## config.mk

```make
export PLATFORM = sky130hd
export DESIGN_NAME = div_rem_collect_flat
export DESIGN_NICKNAME = d
export VERILOG_FILES = /design/src/rtl/div_rem_collect_if.sv /design/src/rtl/div_rem_collect.sv /design/src/flat_wrapper.sv
export SDC_FILE = /design/constraint.sdc
export NUM_CORES = 1
export LEC_CHECK = 0
export ABC_AREA = 1
export BUFFER_PORTS_ARGS = -buffer_cell sky130_fd_sc_hd__buf_2
export CORE_UTILIZATION = 58
export DETAILED_ROUTE_END_ITERATION = 10
export MAX_ROUTING_LAYER = met4
export PLACE_DENSITY = 0.77
export RECOVER_POWER = 100
export REMOVE_ABC_BUFFERS = 1
export SYNTH_ARGS = -nofsm -noshare
export SYNTH_HDL_FRONTEND = slang
export SYNTH_SLANG_ARGS = --single-unit
```

## constraint.sdc

```tcl
create_clock -name clk -period 3.46 [get_ports clk]
set_input_delay 0.519 -clock clk [delete_from_list [all_inputs] [get_ports clk]]
set_output_delay 0.519 -clock clk [all_outputs]
set_load 0.02 [all_outputs]
```

## src/rtl/div_rem_collect_if.sv

```systemverilog
// Bus between the last div/rem step stage, the collect block and the writeback consumer.
// The master side drives step results and resp_ready; the slave side returns the FIFO head.
interface div_rem_collect_if #(
  parameter int unsigned WIDTH  = 32,
  parameter int unsigned CORE_W = 3,
  parameter int unsigned DEPTH  = 4
);
  localparam int unsigned CNT_W = $clog2(DEPTH) + 1;

  logic              ready_in;
  logic              rem_or_div_in;
  logic              sign_state_in;
  logic [CORE_W-1:0] core_num_in;
  logic [WIDTH-1:0]  quotient_in;
  logic [WIDTH-1:0]  remainder_in;
  logic              resp_valid;
  logic              resp_ready;
  logic [CORE_W-1:0] resp_core;
  logic [WIDTH-1:0]  resp_data;
  logic [CNT_W-1:0]  count;
  logic              full;
  logic              overflow;

  modport master (
    output ready_in, rem_or_div_in, sign_state_in, core_num_in, quotient_in, remainder_in,
    output resp_ready,
    input  resp_valid, resp_core, resp_data, count, full, overflow
  );

  modport slave (
    input  ready_in, rem_or_div_in, sign_state_in, core_num_in, quotient_in, remainder_in,
    input  resp_ready,
    output resp_valid, resp_core, resp_data, count, full, overflow
  );
endinterface

```

## src/rtl/div_rem_collect.sv

```systemverilog
// Output end of the DIV/REM pipeline: selects quotient/remainder, applies sign fix,
// and queues results in a small FIFO with a valid/ready handshake toward the core.
module div_rem_collect #(
  parameter int unsigned WIDTH  = 32,
  parameter int unsigned CORE_W = 3,
  parameter int unsigned DEPTH  = 4
) (
  input logic             clk,
  input logic             reset,
  div_rem_collect_if.slave bus
);
  localparam int unsigned PTR_W = $clog2(DEPTH);
  localparam int unsigned CNT_W = PTR_W + 1;

  logic              cap_valid_q, cap_valid_d;
  logic [CORE_W-1:0] cap_core_q, cap_core_d;
  logic [WIDTH-1:0]  cap_data_q, cap_data_d;
  logic [WIDTH-1:0]  sel_c;

  logic [WIDTH-1:0]  mem_data_q [DEPTH];
  logic [CORE_W-1:0] mem_core_q [DEPTH];
  logic [PTR_W-1:0]  wr_ptr_q, wr_ptr_d;
  logic [PTR_W-1:0]  rd_ptr_q, rd_ptr_d;
  logic [CNT_W-1:0]  count_q, count_d;
  logic              overflow_q, overflow_d;

  logic not_empty_c, full_c, push_c, pop_c, push_ok_c;

  // Capture stage: pick the requested result and negate it when the sign fix is needed.
  always_comb begin
    sel_c       = bus.rem_or_div_in ? bus.remainder_in : bus.quotient_in;
    cap_valid_d = bus.ready_in;
    cap_core_d  = cap_core_q;
    cap_data_d  = cap_data_q;
    if (bus.ready_in) begin
      cap_core_d = bus.core_num_in;
      cap_data_d = bus.sign_state_in ? (~sel_c + WIDTH'(1)) : sel_c;
    end
  end

  // FIFO control: a push into a full queue only lands if the head leaves in the same cycle.
  always_comb begin
    not_empty_c = (count_q != '0);
    full_c      = (count_q == CNT_W'(DEPTH));
    push_c      = cap_valid_q;
    pop_c       = not_empty_c && bus.resp_ready;
    push_ok_c   = push_c && (!full_c || pop_c);
    wr_ptr_d    = push_ok_c ? wr_ptr_q + PTR_W'(1) : wr_ptr_q;
    rd_ptr_d    = pop_c ? rd_ptr_q + PTR_W'(1) : rd_ptr_q;
    count_d     = count_q + CNT_W'(push_ok_c) - CNT_W'(pop_c);
    overflow_d  = overflow_q || (push_c && !push_ok_c);
  end

  always_ff @(posedge clk) begin
    if (reset) begin
      cap_valid_q <= 1'b0;
      cap_core_q  <= '0;
      cap_data_q  <= '0;
      wr_ptr_q    <= '0;
      rd_ptr_q    <= '0;
      count_q     <= '0;
      overflow_q  <= 1'b0;
    end else begin
      cap_valid_q <= cap_valid_d;
      cap_core_q  <= cap_core_d;
      cap_data_q  <= cap_data_d;
      wr_ptr_q    <= wr_ptr_d;
      rd_ptr_q    <= rd_ptr_d;
      count_q     <= count_d;
      overflow_q  <= overflow_d;
    end
  end

  // Storage needs no reset: entries are only observable while count says they are valid.
  always_ff @(posedge clk) begin
    if (!reset && push_ok_c) begin
      mem_data_q[wr_ptr_q] <= cap_data_q;
      mem_core_q[wr_ptr_q] <= cap_core_q;
    end
  end

  assign bus.resp_valid = not_empty_c;
  assign bus.resp_core  = not_empty_c ? mem_core_q[rd_ptr_q] : '0;
  assign bus.resp_data  = not_empty_c ? mem_data_q[rd_ptr_q] : '0;
  assign bus.count      = count_q;
  assign bus.full       = full_c;
  assign bus.overflow   = overflow_q;
endmodule

```

## src/flat_wrapper.sv

```systemverilog
// flat-port wrapper written by rule: the top's interface ports become plain ports
module div_rem_collect_flat 
#(
  parameter int unsigned WIDTH  = 32,
  parameter int unsigned CORE_W = 3,
  parameter int unsigned DEPTH  = 4
)
  (clk, reset, bus_ready_in, bus_rem_or_div_in, bus_sign_state_in, bus_core_num_in, bus_quotient_in, bus_remainder_in, bus_resp_ready, bus_resp_valid, bus_resp_core, bus_resp_data, bus_count, bus_full, bus_overflow);
  div_rem_collect_if #(.WIDTH(WIDTH), .CORE_W(CORE_W), .DEPTH(DEPTH)) bus_i ();
  input logic clk;
  input logic reset;
  input wire logic [$bits(bus_i.ready_in)-1:0] bus_ready_in;
  input wire logic [$bits(bus_i.rem_or_div_in)-1:0] bus_rem_or_div_in;
  input wire logic [$bits(bus_i.sign_state_in)-1:0] bus_sign_state_in;
  input wire logic [$bits(bus_i.core_num_in)-1:0] bus_core_num_in;
  input wire logic [$bits(bus_i.quotient_in)-1:0] bus_quotient_in;
  input wire logic [$bits(bus_i.remainder_in)-1:0] bus_remainder_in;
  input wire logic [$bits(bus_i.resp_ready)-1:0] bus_resp_ready;
  output wire logic [$bits(bus_i.resp_valid)-1:0] bus_resp_valid;
  output wire logic [$bits(bus_i.resp_core)-1:0] bus_resp_core;
  output wire logic [$bits(bus_i.resp_data)-1:0] bus_resp_data;
  output wire logic [$bits(bus_i.count)-1:0] bus_count;
  output wire logic [$bits(bus_i.full)-1:0] bus_full;
  output wire logic [$bits(bus_i.overflow)-1:0] bus_overflow;
  assign bus_i.ready_in = bus_ready_in;
  assign bus_i.rem_or_div_in = bus_rem_or_div_in;
  assign bus_i.sign_state_in = bus_sign_state_in;
  assign bus_i.core_num_in = bus_core_num_in;
  assign bus_i.quotient_in = bus_quotient_in;
  assign bus_i.remainder_in = bus_remainder_in;
  assign bus_i.resp_ready = bus_resp_ready;
  assign bus_resp_valid = bus_i.resp_valid;
  assign bus_resp_core = bus_i.resp_core;
  assign bus_resp_data = bus_i.resp_data;
  assign bus_count = bus_i.count;
  assign bus_full = bus_i.full;
  assign bus_overflow = bus_i.overflow;
  div_rem_collect #(.WIDTH(WIDTH), .CORE_W(CORE_W), .DEPTH(DEPTH)) u_core (.clk(clk), .reset(reset), .bus(bus_i));
endmodule
```

* Yosys cells after proc, flatten, opt, wreduce, memory -nomap -nowiden *
Memory sizes are Yosys's and may differ from the RTL's. A register that Yosys moved wholly into a read port is not among the register bits.
Cells that the tools add are included.

operators by class
  add/subtract/negate cells = 5
  $mul = 0
  divide/modulo/power cells = 0
  order comparisons = 0
  equal/unequal tests = 1
  shifts and indexed selects = 0
  muxes and demuxes = 10
  bitwise gates (word level) = 1
  reductions and logical operators = 10

operators with widths
  operator                 number
  $mux W32                 3
  $add A32 B1 Y32 const B  1
  $not A32 Y32             1
  $mux W2                  4
  $add A2 B1 Y2 const B    2
  $logic_and A1 B1 Y1      4
  $add A3 B1 Y3            1
  $eq A3 B3 Y1 const B     1
  $logic_not A1 Y1         3
  $mux W3                  1
  $reduce_bool A3 Y1       1
  $sub A3 B1 Y3            1
  $logic_or A1 B1 Y1       2
  $mux W1                  2

word-level totals
  register bits = 44
  bits in latches = 0
  RAM bits = 140
  bits in read-only memories = 0
  input bits = 73
  output and inout bits = 41
  logic and storage cells = 36
  memories kept = 2

memories
  name               depth  bits a word  read ports  clocked after memory_dff  wr ports  line                   source
  u_core.mem_data_q  4      32           1           1                         1         div_rem_collect.sv:20  logic [WIDTH-1:0] mem_data_q [DEPTH];
  u_core.mem_core_q  4      3            1           1                         1         div_rem_collect.sv:21  logic [CORE_W-1:0] mem_core_q [DEPTH];

* Logic depth before layout (Yosys ltp) *
Gate-level depths: netlist of run 1.

  depth in word-level cells = 7
  mapped depth = 18

* Worst setup path after synthesis of run 1 *
No wires, ideal clock.

  path kind = reg-to-reg
  from = register u_core.count_q[1], in the netlist u_core.bus.count[1]
  to = memory u_core.mem_core_q[0][0] (enable)
  library setup time = 427 ps
  arrival = 2615 ps
  required time = 3033 ps
  slack = 418 ps
  cell stages (with the launch flop) = 9
  path buffers = 0
  cells stage by stage = dfxtp_1 inv_1 nand2_1 nor2_1 nand2_1 nand2_1 inv_1 nand2_1 nor2_1

between the ends
  cells in the longest elaborated chain, start to end = 7

RTL lines
  item                           line                   source
  from (decl)                    div_rem_collect.sv:24  logic [CNT_W-1:0] count_q, count_d;
  from (signal assigned)         div_rem_collect.sv:69  count_q <= count_d;
  $eq A3 B3 Y1                   div_rem_collect.sv:44  full_c = (count_q == CNT_W'(DEPTH));
  net bus_full                   flat_wrapper.sv:23     output wire logic [$bits(bus_i.full)-1:0] bus_full;
  $logic_not A1 Y1               div_rem_collect.sv:47  push_ok_c = push_c && (!full_c || pop_c);
  $logic_or A1 B1 Y1             div_rem_collect.sv:47
  $logic_and A1 B1 Y1            div_rem_collect.sv:47
  $logic_and A1 B1 Y1            div_rem_collect.sv:76  if (!reset && push_ok_c) begin
  $mux W1                        div_rem_collect.sv:76
  $mux W1 (not written as such)  div_rem_collect.sv:78  mem_core_q[wr_ptr_q] <= cap_core_q;
  to (decl)                      div_rem_collect.sv:21

The timed path passes the listed nets, and every way through them passes these cells.

* Worst setup path in the final report of run 1 *
  from = input port bus_rem_or_div_in
  to = register u_core.cap_data_q[20]

between the ends
  cells in the longest elaborated chain, start to end = 4

RTL lines
  item                  line                   source
  from (decl)           flat_wrapper.sv:13     input wire logic [$bits(bus_i.rem_or_div_in)-1:0] bus_rem_or_div_in;
  $mux W32 *            div_rem_collect.sv:31  sel_c = bus.rem_or_div_in ? bus.remainder_in : bus.quotient_in;
  $not A32 Y32          div_rem_collect.sv:37  cap_data_d = bus.sign_state_in ? (~sel_c + WIDTH'(1)) : sel_c;
  $add A32 B1 Y32       div_rem_collect.sv:37
  $mux W32 *            div_rem_collect.sv:37
  to (signal assigned)  div_rem_collect.sv:66  cap_data_q <= cap_data_d;
  to (decl)             div_rem_collect.sv:17  logic [WIDTH-1:0] cap_data_q, cap_data_d;

Every way passes the cells marked *; elsewhere a longest branch is shown, timed or not.
A chain may end at the register's enable or synchronous reset.

==> reports/qor.yml, run 1 <==
cts_max_path_buffers: 2
diodes: 0
synth_fa_ha_area_share_pct: 1.20
overflow: 0
die-area_um2: 15900
viasPerCell: 5.39
port-buffer-count: 113
clockPowerShare_pct: 31.7
area.sequential_um2: 5130
dpl_worst_slack_ps: 848
htree_levels: 4
leakage_nw: 4.19
cts_made_buffers: 17
p_switching_mw: 2.23
drtPass1Iterations: 5
place_hpwl_um: 12700
finalHoldViolCount: 0
synth-edff-count: 140
hold_buffers: 0
finalWorstSetupSlack_ps: 673
fin_nets: 1185
vias: 7036
synthToLayoutAreaGrowth_pct: 13.6
postSynthAreaPerCell_um2: 8.88
grt_pass1_wl_um: 32500
cts_sinks: 186
cp_cell_sequence: "clkbuf_1 -> inv_6 -> nand2_1 -> nand2_1 -> inv_1 -> ha_1 -> inv_1 -> nor2_1 -> nand2_1 -> nor2_8 -> nand3_2 -> nand2_2 -> nand2_1 -> nand2_1 -> nand3_1 -> nand2_1 -> inv_1"
power.internal_mw: 4.22
drive_gt1_share_pct: 15.1
synth-seq-area-share_pct: 57.3
synthTopCellsByArea: "edfxtp_1 (47%), dfxtp_1 (10%), nor2_1 (9.0%)"
clock_skew_ps: 10.2
use_met3_pct: 5.35
fill_cells: 1253
outcome: "complete, but fails checks"
syn-cell-area_um2: 8940
synthTopCellsByCount: "nor2_1 (215), nand2_1 (174), edfxtp_1 (140), o21ai_0 (108), inv_1 (81)"
multi_input_area_um2: 3220
cp-end-kind: "flop"
placed_cell_area_um2: 9670
setup.worst_path.class: "in -> reg"
ys_ff_latch: 186
synth_top_family_by_area: "simple AND/OR/NAND/NOR gates"
crit_top_cell: "nand2_1"
reg2reg_slack_ps: 1060
cts_tree: "built"
drt_iter0_drc: 699
insertion_delay_ps: 430
pwr-share-comb_pct: 28.1
maxCapViolations: 1
setup_violations: 0
antenna_found_initial: 0
muxShareOfSynthArea_pct: 0
worstPathMaxFanout: 37
p_sw_share_pct: 34.5
slew_headroom_pct: -64.6
fp-row-count: 45
final_util_pct: 67.0
yosysMostFrequentCell: "nor2_1"
io_pins: 114
drt_wl_total_um: 20300
die_y_um: 126
fin_area_um2: 10100
drc_errors: 0
timing.final.crit_period_ps: 2790
yosys_warnings: 0
p_per_area_nw_per_um2: 635
groute.usage.overall_pct: 27.8
synth-simple-area-share_pct: 23.1
grt_util_met2_pct: 44.5
top_usage_layer: "met2"
violations: "capacitance limit, slew limit"
stdcell_count: 1305
path_clk_slew_ps: 70
cts_root_buffer: "clkbuf_16"
synth_top_area_cell: "edfxtp_1"
post_cts_buffers: 0
finalWeightedCongestion: 0.946
required_ps: 3790
maxSlewViolCount: 61
grt_pass1_vias: 6346
finalCritPeriodShare_pct: 80.6
synth_xor_area_share_pct: 1.57
drt-wirelength-per-cell_um: 15.5
rsz0062_at_grt: "false"
arrival_ps: 3110
whs_ps: 311
grtUsageMet1_pct: 36.2
grt_max_degree: 71
start_util_pct: 59.0
post_cts_resized: 0
crit_path_start_kind: "primary input"
pwr-share-seq_pct: 40.2
power_mw: 6.44
ys_types: 37
synth_top_area_share_pct: 47.0
synth_ff_type: "edfxtp_1"
synth_compound_gate_area_share_pct: 10.2
place_inst: 1273
coreArea_um2: 15100
max_stage_delay_ps: 720
die_width_um: 126
fmax_mhz: 359
async_reset_ff_share_pct: 0
synthCells: 1006
antenna_left: 0
crit_slowest_cell: "clkbuf_1"
ir_worst_vdd_mv: 0.420
setup_tns_ps: 0
hp-class: "in -> reg"
worst_slew_pin_slew_ps: 2470
==> path summary, 6_finish.rpt <==
path,from,to,cells after the start
worst min register to register,u_core.bus.overflow,u_core.bus.overflow,2
worst min-delay path,bus_core_num_in[2],u_core.cap_core_q[2],3
worst max register to register,u_core.bus.count[1],u_core.mem_data_q[3][11],9
worst max-delay path,bus_rem_or_div_in,u_core.cap_data_q[20],17
==> layer usage <==
layer	up-vias	wire length (um)
met4	0	325
met3	29	1310
met5	-	0
li1	3479	-
met2	263	9530
met1	3265	9080
==> worst max-delay path, delay by kind of cell <==
| family | cells | cell delay, ps |
|---|---|---|
| simple gates | 11 | 1200 |
| buf+inv | 5 | 1190 |
| fa+ha+maj | 1 | 180 |
==> cell type report <==
class                      count  area share [%]
clock buffer                  19            4.27
inverter                      87            3.27
multi-input combinational    685            31.7
clock inverter                13            1.89
tap                          188            2.32
sequential                   186            50.5
timing repair buffer         127            6.05
==> power groups by stage <==
stage | clock network (mW) | registers, mW | logic [mW]
after floorplan | 0 | 2.69 | 1.12
after global placement | 0 | 2.64 | 1.87
after detailed placement | 0 | 2.64 | 1.89
after CTS | 2.06 | 2.59 | 1.91
after global routing | 2.15 | 2.60 | 2.01
final | 2.05 | 2.59 | 1.81
==> registers in the layout, summed over array words and instances, names as in the netlist, named ones only <==
register	cells
u_core.cap_core_q	3
u_core.cap_data_q	32
u_core.rd_ptr_q	2
u_core.bus.count	3
u_core.mem_data_q	128
u_core.cap_valid_q	1
u_core.mem_core_q	12
u_core.bus.overflow	1
u_core.wr_ptr_q	2
==> layout by cell type (no fill, tap or decap), types with 7 or more instances in the layout <==
cell,instances
a21oi_1,60
buf_2,71
buf_4,7
clkbuf_1,45
clkbuf_16,17
dfxtp_1,45
edfxtp_1,140
ha_1,7
inv_1,82
nand2_1,177
nand2_2,23
nand3_1,37
nor2_1,212
nor2_2,14
o21ai_0,108
xor2_1,12
==> cell families (layout without fill, tap and decap cells) <==
| kind of cell | count (synthesis) | after routing |
|---|---|---|
| DFF | 186 | 186 |
| xor gates and xnor gates | 16 | 16 |
| and+or+nand+nor | 482 | 482 |
| buffers and inverters | 135 | 246 |
| AOI/OAI and AO/OA | 179 | 179 |
| adders and majority gates | 8 | 8 |
Power figures use the tool's default switching activity.
==> run 2, diff against run 1 <==
--- a/config.mk
+++ b/config.mk
@@ -5,12 +5,12 @@
 export SDC_FILE = /design/constraint.sdc
 export NUM_CORES = 1
 export LEC_CHECK = 0
-export ABC_AREA = 1
+export ABC_AREA = 0
 export BUFFER_PORTS_ARGS = -buffer_cell sky130_fd_sc_hd__buf_2
-export CORE_UTILIZATION = 58
+export CORE_UTILIZATION = 52
 export DETAILED_ROUTE_END_ITERATION = 10
 export MAX_ROUTING_LAYER = met4
-export PLACE_DENSITY = 0.77
+export PLACE_DENSITY = 0.73
 export RECOVER_POWER = 100
 export REMOVE_ABC_BUFFERS = 1
 export SYNTH_ARGS = -nofsm -noshare
==> constraint.sdc (replaced) <==
create_clock -name clk -period 2.55 [get_ports clk]
set_input_delay 0.3825 -clock clk [delete_from_list [all_inputs] [get_ports clk]]
set_output_delay 0.3825 -clock clk [all_outputs]
set_load 0.02 [all_outputs]
==> run 2 against run 1 <==
Against the previous run:
- the run now ends clean
- global-route usage down 1.4 points
- die area up 5.6%
- sequential power grew 36%
- hold slack got worse by 120 ps
- clock skew is 1.4 ps higher
- via count is 20% lower
- final cell count down 24%
- combinational power is 38% higher
- non-clock buffer count is 30 higher
- critical path type is now reg -> reg
- largest cell class unchanged
- largest power group unchanged
- highest routed layer unchanged
==> reports/qor.yml, run 2 <==
stdcell_count: 987  # was 1305
yosysMostFrequentCell: "edfxtp_1"  # was nor2_1
fin_nets: 836  # was 1185
overflow: 0  # unchanged
maxSlewViolCount: 0  # was 61
cts_tree: "built"  # unchanged
setup.worst_path.class: "reg -> reg"  # was in -> reg
die_width_um: 130  # was 126 um
ys_types: 54  # was 37
finalHoldViolCount: 0  # unchanged
crit_path_start_kind: "flop"  # was primary input
synthTopCellsByCount: "edfxtp_1 (140), nor2_1 (48), dfxtp_1 (46), and2_1 (41), mux2i_1 (41)"  # was nor2_1 (215), nand2_1 (174), edfxtp_1 (140), o21ai_0 (108), inv_1 (81)
clock_skew_ps: 11.6  # was 10.2 ps
rsz0062_at_grt: "false"  # unchanged
drt-wirelength-per-cell_um: 20.5  # was 15.5 um
slew_headroom_pct: 45.8  # was -64.6%
synth-simple-area-share_pct: 12.6  # was 23.1%
yosys_warnings: 0  # unchanged
grt_pass1_wl_um: 31100  # was 32500 um
die_y_um: 130  # was 126 um
io_pins: 114  # unchanged
reg2regPathDepth: 9  # unchanged
hold_buffers: 0  # unchanged
synth_top_area_share_pct: 49.6  # was 47.0%
drc_errors: 0  # unchanged
setup_violations: 0  # unchanged
insertion_delay_ps: 440  # was 430 ps
largest_reg_flops: 128  # unchanged
worst_slew_pin_slew_ps: 813  # was 2470 ps
maxCapViolations: 0  # was 1
timing.final.crit_period_ps: 2430
arrival_ps: 2730  # was 3110 ps
synthCells: 611  # was 1006
hp-class: "in -> reg"  # unchanged
port-buffer-count: 113  # unchanged
top_regs: "u_core.mem_data_q (128), u_core.cap_data_q (32), u_core.mem_core_q (12)"  # unchanged
place_inst: 952  # was 1273
cp-end-kind: "flop"  # unchanged
groute.usage.overall_pct: 26.4  # was 27.8%
muxShareOfSynthArea_pct: 15.5  # was 0%
ir_worst_vdd_mv: 0.490  # was 0.420 mV
antenna_left: 0  # unchanged
path_clk_slew_ps: 70  # about the same
fill_cells: 1247  # was 1253
die-area_um2: 16800  # was 15900 um2
drt_wl_total_um: 20200  # was 20300 um
synth_xor_area_share_pct: 2.38  # was 1.57%
antenna_found_initial: 3  # was 0
cp_cell_sequence: "or3_1 -> and2_1 -> ha_1 -> inv_1 -> ha_1 -> fa_1 -> xnor2_2 -> xnor2_1 -> nor2_1"  # was clkbuf_1 -> inv_6 -> nand2_1 -> nand2_1 -> inv_1 -> ha_1 -> inv_1 -> nor2_1 -> nand2_1 -> nor2_8 -> nand3_2 -> nand2_2 -> nand2_1 -> nand2_1 -> nand3_1 -> nand2_1 -> inv_1
synth_compound_gate_area_share_pct: 5.42  # was 10.2%
postSynthAreaPerCell_um2: 13.9  # was 8.88 um2
async_reset_ff_share_pct: 0  # unchanged
cts_sinks: 186  # unchanged
required_ps: 2860  # was 3790 ps
htree_levels: 4  # unchanged
synth_ff_type: "edfxtp_1"  # unchanged
coreArea_um2: 15900  # was 15100 um2
crit_slowest_cell: "fa_1"  # was clkbuf_1
ys_ff_latch: 186  # unchanged
crit_top_cell: "ha_1"  # was nand2_1
place_hpwl_um: 13500  # was 12700 um
synth_top_area_cell: "edfxtp_1"  # unchanged
cts_made_buffers: 17  # unchanged
synth_top_family_by_area: "multiplexers"  # was simple AND/OR/NAND/NOR gates
synthToLayoutAreaGrowth_pct: 19.2  # was 13.6%
synthTopCellsByArea: "edfxtp_1 (50%), dfxtp_1 (11%), mux4_2 (9.3%)"  # was edfxtp_1 (47%), dfxtp_1 (10%), nor2_1 (9.0%)
drt_iter0_drc: 391  # was 699
p_per_area_nw_per_um2: 872  # was 635 nW/um2
vias: 5658  # was 7036
max_stage_delay_ps: 420  # was 720 ps
top_register: "u_core.mem_data_q"  # unchanged
grt_pass1_vias: 5592  # was 6346
synth-edff-count: 140  # unchanged
finalCritPeriodShare_pct: 95.1
finalWeightedCongestion: 0.898  # was 0.946
layout_commonest_cell: "edfxtp_1"  # was nor2_1
synth_fa_ha_area_share_pct: 1.27  # was 1.20%
fp-row-count: 46  # was 45
hold_path_depth: 3  # unchanged
viasPerCell: 5.73  # was 5.39
worstPathMaxFanout: 5  # was 37
final_util_pct: 63.6  # was 67.0%
start_util_pct: 53.3  # was 59.0%
drive_gt1_share_pct: 28.3  # was 15.1%
final_cell_mix: "edfxtp_1 (140), buf_2 (77), nor2_1 (48)"  # was nor2_1 (212), nand2_1 (177), edfxtp_1 (140)
drtPass1Iterations: 4  # was 5
cts_max_path_buffers: 2  # unchanged
leakage_nw: 3.63  # was 4.19 nW
outcome: "finished, final reports clean"  # was complete, but fails checks
synth-seq-area-share_pct: 60.5  # was 57.3%
fmax_mhz: 412
grt_max_degree: 37  # was 71
syn-cell-area_um2: 8470  # was 8940 um2
cts_root_buffer: "clkbuf_16"  # unchanged
[run 2: cell count changes after synthesis, moves of 26 or more]
| cell | before | now |
|---|---|---|
| inv_1 | 81 | 13 |
| nand3_1 | 37 | 6 |
| mux4_2 | 0 | 35 |
| and2_1 | 0 | 41 |
| a21oi_1 | 60 | 14 |
| nand2_1 | 174 | 25 |
| o21ai_0 | 108 | 15 |
| nor2_1 | 215 | 48 |
| nand2_2 | 26 | 0 |
| mux2i_1 | 0 | 41 |
[run 2: final cells by class]
cell class,instances,area [um2],share of cell area (%)
diodes,3,7.51,0.0743
multi-input cells,378,3140,31.1
clock buffers,17,425,4.21
clock inverters,15,208,2.06
flip-flops and latches,186,5120,50.7
well taps,216,270,2.68
inverters,15,56.3,0.557
repair buffers,157,866,8.57
[run 2: cells by family after synthesis]
group           count (synthesis)
simple gates                  190
xor+xnor                       23
fa+ha+maj                       8
mux                            86
flops                         186
compound gates                 71
buf+inv                        47
[run 2: power by group]
part | switching (mW) | internal, mW | leakage, nW | total, mW
Clock | 1.22 | 1.58 | 0.300 | 2.80
Sequential | 0.117 | 3.41 | 1.66 | 3.53
Combinational | 1.46 | 1.02 | 1.67 | 2.49
[run 2: worst paths after layout]
kind,to,slack (ps),start
worst max-delay path,u_core.bus.count[2],120,u_core.bus.count[1]
worst min-delay path,u_core.cap_core_q[1],190,bus_core_num_in[1]
worst max register to register,u_core.bus.count[2],120,u_core.bus.count[1]
worst min register to register,u_core.bus.overflow,480,u_core.bus.overflow
[run 2: timing repair]
item                                    in CTS  in global routing
resized for setup                            0                  2
setup buffers                                0                  0
endpoints found under the setup margin       0                  2
[run 2: per-layer routing]
layer	vias up	track usage, %	routed length, um
li1	2619	-	-
met1	2846	32.3	8520
met2	160	43.8	10600
met3	33	4.34	749
met4	0	10.5	419
met5	-	-	0
[run 2: metrics by stage]
| stage | setup TNS (ps) | setup slack, ps | area [um2] | power [mW] | hold WS [ps] |
|---|---|---|---|---|---|
| floorplan | -9400 | -264 | 8330 | 5.19 | 450 |
| global placement | -19.4 | -19.4 | 9580 | 6.08 | 451 |
| detailed placement | -58.7 | -50.5 | 9580 | 6.15 | 474 |
| CTS | 0 | 33.3 | 10200 | 8.92 | 176 |
| global route | 0 | 6.95 | 10100 | 9.20 | 218 |
| finish | 0 | 125 | 10100 | 8.81 | 193 |
[run 2: critical path, delay by kind of cell (launching register included)]
kind                       cells  cell delay (ps)
adders and majority gates      3              890
xor gates and xnor gates       2              330
DFF                            1              350
and+or+nand+nor                3              690
buffers and inverters          1               40
